**src/rtl/keypad_scan.sv**
```systemverilog
// 4x4 matrix keypad scanner with synchronizer, debounce and key decode.
// Optional release debounce: define KEYPAD_RELEASE_DEBOUNCE_EN.
module keypad_scan #(
    parameter int SCAN_DIV     = 1000,
    parameter int DEBOUNCE_CYC = 200000
) (
    input  logic       clk,
    input  logic       reset,
    input  logic [3:0] col,
    output logic [3:0] row,
    output logic [3:0] num,
    output logic [3:0] symbol,
    output logic       key
);

    localparam int DIV_W = (SCAN_DIV > 1) ? $clog2(SCAN_DIV) : 1;
    localparam int DEB_W = (DEBOUNCE_CYC > 1) ? $clog2(DEBOUNCE_CYC) : 1;
    localparam logic [DIV_W-1:0] LAST_DIV = DIV_W'(SCAN_DIV - 1);
    localparam logic [DEB_W-1:0] LAST_DEB = DEB_W'(DEBOUNCE_CYC - 1);

    typedef enum logic [1:0] {
        SCAN     = 2'd0,
        DEBOUNCE = 2'd1,
        PRESSED  = 2'd2,
        RELEASE  = 2'd3
    } state_e;

    state_e           state_q, state_d;
    logic [3:0]       sync1_q, sync2_q;
    logic [3:0]       cols_s;
    logic [1:0]       row_idx_q, row_idx_d;
    logic [DIV_W-1:0] div_cnt_q, div_cnt_d;
    logic [DEB_W-1:0] deb_cnt_q, deb_cnt_d;
    logic [3:0]       pat_q, pat_d;
    logic [3:0]       num_q, num_d;
    logic [3:0]       sym_q, sym_d;
    logic             key_q, key_d;

    logic       one_low;
    logic [1:0] col_idx;
    logic [3:0] code;
    logic [3:0] dec_num;
    logic [3:0] dec_sym;

    // NOTE: col is asynchronous; only the second flop's output may feed logic.
    assign cols_s = sync2_q;

    // Decode the latched pattern; valid only when exactly one column is low.
    always_comb begin
        one_low = 1'b1;
        col_idx = 2'd0;
        case (pat_q)
            4'b1110: col_idx = 2'd0;
            4'b1101: col_idx = 2'd1;
            4'b1011: col_idx = 2'd2;
            4'b0111: col_idx = 2'd3;
            default: one_low = 1'b0;
        endcase
        code = {row_idx_q, col_idx};
        if (code < 4'd10) begin
            dec_num = code;
            dec_sym = 4'b1111;
        end else begin
            dec_num = 4'b0000;
            dec_sym = code - 4'd9;
        end
    end

    // NOTE: every _d gets its hold value first so no path can infer a latch.
    always_comb begin
        state_d   = state_q;
        row_idx_d = row_idx_q;
        div_cnt_d = div_cnt_q;
        deb_cnt_d = deb_cnt_q;
        pat_d     = pat_q;
        num_d     = num_q;
        sym_d     = sym_q;
        key_d     = key_q;

        case (state_q)
            SCAN: begin
                if (div_cnt_q == LAST_DIV) begin
                    div_cnt_d = '0;
                    if (cols_s != 4'b1111) begin
                        pat_d     = cols_s;
                        deb_cnt_d = '0;
                        state_d   = DEBOUNCE;
                    end else begin
                        row_idx_d = row_idx_q + 2'd1;
                    end
                end else begin
                    div_cnt_d = div_cnt_q + 1'b1;
                end
            end

            DEBOUNCE: begin
                if (cols_s != pat_q) begin
                    state_d   = SCAN;
                    row_idx_d = row_idx_q + 2'd1;
                    div_cnt_d = '0;
                end else if (deb_cnt_q == LAST_DEB) begin
                    if (one_low) begin
                        key_d   = 1'b1;
                        num_d   = dec_num;
                        sym_d   = dec_sym;
                        state_d = PRESSED;
                    end else begin
                        // Multi-key chord: wait out the interval, then move on.
                        state_d   = SCAN;
                        row_idx_d = row_idx_q + 2'd1;
                        div_cnt_d = '0;
                    end
                end else begin
                    deb_cnt_d = deb_cnt_q + 1'b1;
                end
            end

            PRESSED: begin
                if (cols_s == 4'b1111) begin
                    deb_cnt_d = '0;
                    state_d   = RELEASE;
                end
            end

            RELEASE: begin
`ifdef KEYPAD_RELEASE_DEBOUNCE_EN
                if (cols_s != 4'b1111) begin
                    deb_cnt_d = '0;
                end else if (deb_cnt_q == LAST_DEB) begin
                    key_d     = 1'b0;
                    state_d   = SCAN;
                    row_idx_d = 2'd0;
                    div_cnt_d = '0;
                end else begin
                    deb_cnt_d = deb_cnt_q + 1'b1;
                end
`else
                key_d     = 1'b0;
                state_d   = SCAN;
                row_idx_d = 2'd0;
                div_cnt_d = '0;
`endif
            end

            default: state_d = SCAN;
        endcase
    end

    // NOTE: sequential state uses non-blocking assignments only.
    always_ff @(posedge clk) begin
        if (!reset) begin
            state_q   <= SCAN;
            sync1_q   <= 4'b1111;
            sync2_q   <= 4'b1111;
            row_idx_q <= 2'd0;
            div_cnt_q <= '0;
            deb_cnt_q <= '0;
            pat_q     <= 4'b1111;
            num_q     <= 4'b0000;
            sym_q     <= 4'b0000;
            key_q     <= 1'b0;
        end else begin
            state_q   <= state_d;
            sync1_q   <= col;
            sync2_q   <= sync1_q;
            row_idx_q <= row_idx_d;
            div_cnt_q <= div_cnt_d;
            deb_cnt_q <= deb_cnt_d;
            pat_q     <= pat_d;
            num_q     <= num_d;
            sym_q     <= sym_d;
            key_q     <= key_d;
        end
    end

    assign row    = ~(4'b0001 << row_idx_q);
    assign num    = num_q;
    assign symbol = sym_q;
    assign key    = key_q;

endmodule

```
**config.mk**
```make
export PLATFORM = sky130hd
export DESIGN_NAME = keypad_scan
export DESIGN_NICKNAME = d
export VERILOG_FILES = /design/src/rtl/keypad_scan.sv
export SDC_FILE = /design/constraint.sdc
export NUM_CORES = 1
export LEC_CHECK = 0
export CAP_MARGIN = 5
export CORE_MARGIN = 2
export CORE_UTILIZATION = 56
export CTS_BUF_LIST = sky130_fd_sc_hd__clkbuf_8
export DETAILED_ROUTE_END_ITERATION = 10
export MAX_ROUTING_LAYER = met4
export PLACE_DENSITY = 0.76
export SLEW_MARGIN = 10
export SYNTH_ARGS = -nofsm -noshare
export SYNTH_HDL_FRONTEND = slang
export SYNTH_SLANG_ARGS = --single-unit
```
**constraint.sdc**
```tcl
create_clock -name clk -period 3.45 [get_ports clk]
set_input_delay 1.035 -clock clk [delete_from_list [all_inputs] [get_ports clk]]
set_output_delay 1.035 -clock clk [all_outputs]
set_load 0.1 [all_outputs]
```
Yosys cells after proc, flatten, opt, wreduce, memory -nomap -nowiden
Cells that the tools add are included.
Widths: inputs -> output; s select.
{"block": "totals", "regBits": 53, "out_inout_bits": 13}
{"block": "op_classes", "eq_ne": 22, "n_reduce_logical": 12, "shifts": 1, "bitwise_logic": 2, "muxes": 32, "add_sub_neg": 4, "n_lt_le_gt_ge": 1}
{"cell": "$mux 18", "count": 5}
{"cell": "$pmux 18 s3", "count": 1}
{"cell": "$mux 10", "count": 4}
{"cell": "$pmux 10 s3", "count": 1}
{"cell": "$mux 2", "count": 11}
{"cell": "$add 18x1->18 const B", "count": 1}
{"cell": "$eq 18x18->1 const B", "count": 1}
{"cell": "$eq 4x4->1 const B", "count": 4}
{"cell": "$ne 2x2->1 const B", "count": 8}
{"cell": "$pmux 2 s3", "count": 2}
{"cell": "$reduce_and 4->1", "count": 3}
{"cell": "$add 10x1->10 const B", "count": 1}
{"cell": "$eq 10x10->1 const B", "count": 1}
{"cell": "$mux 4", "count": 2}
{"cell": "$pmux 2 s4", "count": 1}
{"cell": "$ne 3x3->1 const B", "count": 2}
{"cell": "$reduce_and 3->1", "count": 2}
{"cell": "$reduce_and 6->1", "count": 1}
{"cell": "$reduce_bool 3->1", "count": 2}
{"cell": "$reduce_and 5->1", "count": 1}
{"cell": "$eq 2x2->1 const B", "count": 2}
{"cell": "$eq 4x3->1 const B", "count": 1}
{"cell": "$lt 4x4->1 const B", "count": 1}
{"cell": "$mux 1", "count": 4}
{"cell": "other kinds (12)", "count": 12}

Logic depth before layout (Yosys ltp)
{"block": "logic_depth", "word_depth": 7, "mapped_depth": 7, "mapped_depth_nobuf": 6}

Worst setup path after synthesis
Ideal clock, no wire load.
{"block": "synth_timing", "path_type": "register -> output", "from": "register row_idx_q[0]", "to": "output row[2]", "stages_incl_launch_ff": 4, "arrival_time_ns": 1.322, "required_time_ns": 2.415, "path_buffers": 0, "setup_slack_ns": 1.093, "path_cell_list": "dfxtp_1 inv_1 ha_1 inv_1"}
{"block": "synth_between", "elab_chain_cells": 2}
{"item": "start, declared", "line": "31", "rtl": "logic [1:0] row_idx_q, row_idx_d;"}
{"item": "start signal, assigned", "line": "166", "rtl": "row_idx_q <= row_idx_d;"}
{"item": "$shl 1x2->4", "line": "176", "rtl": "assign row = ~(4'b0001 << row_idx_q);"}
{"item": "$not 4->4", "line": "176"}
{"item": "end, declared", "line": "10", "rtl": "output logic [3:0] row,"}
Every way passes these cells.

==> qor_table.md <==
| Item | Reported |
|:---|:---|
| Count of TritonRoute iterations in the first routing pass | 4 |
| Stage delay of the slowest cell on the critical path | 810 ps |
| Core Area | 4790 um2 |
| Tightest slew margin relative to the limit | 0.449 |
| Antenna-violating nets left | 0 |
| Total Die Area | 5610 um2 |
| Worst hold-check path type | reg -> reg |
| Proportion of synthesized flip-flops having asynchronous set or reset | 0 |
| Share of the synthesized area in the top cell type | 0.377 |
| Critical Path RT | 3710 ps |
| Nature of the critical path endpoint | register |
| Pin count of the biggest net entering global routing | 27 |
| Via count of the first global-routing pass | 2298 |
| Number of maximum-capacitance constraint violations | 0 |
| Die Width | 74.9 um |
| Clock-pin slew of the registers on the worst-case setup and hold paths | 100 ps |
| Result of the run | completed |
| Skew final | 7.91 ps |
| Buffers added on ports | 18 |
| Detailed Place HPWL | 4420 um |
| Cell types with the largest area share after synthesis | dfxtp_1 38%, nand2_1 5.6%, mux2i_1 4.3%, nand3_1 3.9%, nor2_1 3.9% |
| Vertical die dimension | 74.9 um |
| RSZ-0062 raised after global routing | no |
| Ratio of cells with drive above 1 in the final layout | 0.103 |
| Crit Path Class | in -> reg |
| Count of flip-flops with a built-in enable after synthesis | 0 |
| Time the final worst path needs with I/O delays and setup | 2570 ps |
| Total stage count of the critical path | 4 |
| Clock buffer count from CTS | 5 |
| Number of unique standard cell types used by synthesis | 55 |
| Sequential share of the synthesized area | 0.377 |
| Total clock sinks | 53 |
| Synth warn | 0 |
| Number of DRC markers after the initial detailed-route iteration | 190 |
| WP buf/inv | 2 |
| CTS resizes | 0 |
| Syn-to-layout area delta | 9.65% |
| First-pass GRT wire length | 10400 um |
| Grt ovf | 0 |
| Placer Congestion | 0.972 |
| Endpoint arrival time on the critical path | 2830 ps |
| Slack of the worst reg-to-reg path | 970 ps |
| Final period utilization | 0.746 |
| Library cell occupying the most area in the post-synthesis netlist | dfxtp_1 |
| Clock tree root buffer cell | clkbuf_8 |
| Power per unit of standard cell area | 334 nW/um2 |
| # Post-CTS Setup Buffers | 0 |
| Final sum of negative setup slack | 0 ps |
| Routed Wire Length | 6100 um |
| Skew-Pair Late Insertion Delay | 310 ps |
| Number of inserted diodes | 0 |
| H-tree lvl count | 2 |
| Maximum clock frequency | 389 MHz |
| Crit path launch | reset |
| Final number of max-transition violations | 0 |
| Most used DFF post-synth | dfxtp_1 |
| Critical Path, Cell by Cell | clkdlybuf4s50_1 > inv_1 > a2111oi_0 > a311o_1 |
| Top Ports | 19 |
| Final-report hold violation count | 0 |
| Most frequent standard cell in the layout excluding fill and tap cells | dfxtp_1 |
| Count of placed standard cells in the final layout, fillers left out | 418 |
| CP max stage cell | clkdlybuf4s50_1 |
| Remaining routing DRC violations | 0 |
| Nature of the critical path startpoint | input pin |
| Worst Max-Slew Pin Slew | 823 ps |
| Leakage power of the design | 0.00114 uW |
| Length in cells of the worst reg-to-reg path | 5 |
| Average instance area after synthesis | 8.27 um2 |
| Routed via count | 2524 |
| Initial Util | 0.588 |
| Number of placed instances with taps included | 410 |
| Antenna violations before repair | 0 |
| Wire length per cell after detailed routing | 14.6 um |
| Capturing instance or port of the critical path | row_idx_q[0] |
| Critical register-to-register path startpoint | state_q[0] |
| Quantity of hold-fixing buffers added after cts | 0 |
| Top library cells by usage in the layout, fill and taps aside | 53 x dfxtp_1, 42 x nand2_1, 29 x nor2_1, 22 x nand3_1, 18 x buf_4 |
| Syn Nets | 354 |
| Dominant delay contributor by cell family on the critical path | buffers and inverters |
| Number of buffers between clock root and the deepest sink | 2 |
| Area of the mapped netlist | 2810 um2 |
| Critical register-to-register path endpoint | symbol[1] |
| Synthesized flop and latch total | 53 |
| Synthesized netlist cell count | 340 |
| CTS tree | done |
| Count of nets after finishing | 364 |
| Maximum fanout along the worst path | 15 |
| Maximum vdd ir drop | 0.264 mV |
| Aggregate global-route resource usage | 0.244 |
| Count of endpoints failing setup in the final report | 0 |
| Via density per instance | 6.04 |
| Std-Cell Rows | 25 |
[worst register-to-register path, cell delays in order (launching register included)]
cell and delay [ps]:
dfxtp_1 610, nor2b_1 460, nand4_1 230, nor4b_4 740, and3_1 280, nor3_1 50
[where the power goes]
part           switching, uW  internal [uW]  leakage [uW]  total, uW
sequential              5.42            619      0.000430        624
combinational           23.5           15.9      0.000661       39.3
clock                    219            148     0.0000452        367
total                    248            783       0.00114       1030
[layer usage]
layer | up-vias | track usage | wire length [um]
met5 | - | - | 0
met3 | 6 | 0.0308 | 252
li1 | 1259 | - | -
met1 | 1192 | 0.312 | 2810
met2 | 67 | 0.402 | 2980
met4 | 0 | 0.0754 | 63
[worst min-delay path by stage]
stage	startpoint	endpoint	slack [ps]	cells after the start
2_1_floorplan	sync1_q[0]	cols_s[0]	390	1
4_1_cts	sync1_q[0]	cols_s[0]	420	1
6_report	sync1_q[0]	cols_s[0]	420	1
3_3_place_gp	sync1_q[0]	cols_s[0]	390	1
5_1_grt	sync1_q[3]	cols_s[3]	440	1
3_5_place_dp	sync1_q[0]	cols_s[0]	390	1
[through the flow]
stage	utilization	power (uW)	hold slack (ps)	setup WS, ps	instance area [um2]
after floorplan	-	665	386	1090	2810
after global placement	0.625	676	389	615	2990
after detailed placement	0.625	678	392	567	2990
after CTS	0.644	1040	417	896	3080
after global routing	0.644	1070	439	730	3080
final	0.644	1030	416	878	3080
[state kept, by name, indices dropped and copies added (netlist names), named ones only]
name / flops
sync1_q: 4
state_q: 1
div_cnt_q: 10
num: 4
deb_cnt_q: 18
pat_q: 4
cols_s: 4
symbol: 4
row_idx_q: 2
key: 1
[layout make-up]
| class | instances | area, um2 |
|---|---|---|
| Sequential cell | 53 | 1060 |
| Inverter | 9 | 33.8 |
| Timing Repair Buffer | 23 | 185 |
| Multi-Input combinational cell | 258 | 1630 |
| Tap cell | 67 | 83.8 |
| Clock inverter | 3 | 25.0 |
| Fill cell | 409 | 1700 |
| Clock buffer | 5 | 68.8 |
[Yosys cell counts (5+ instances only)]
library cell and number:
a211oi_1 5, a21oi_1 12, a31oi_1 14, a41oi_1 5, and3_1 10, clkbuf_1 13
dfxtp_1 53, ha_1 8, inv_1 9, mux2i_1 12, nand2_1 42, nand2b_1 12
nand3_1 22, nand4_1 6, nor2_1 29, nor3_1 6, o21ai_0 15, xnor2_1 7
[cells by family (layout without fill, tap and decap cells)]
family,after synthesis,in the layout,synth area share
compound gates,72,72,0.177
xor+xnor,9,9,0.0280
fa+ha+maj,8,8,0.0356
buf+inv,29,40,0.0445
flops,53,53,0.377
mux,12,12,0.0427
simple gates,157,157,0.295
Power figures use the tool's default switching activity.
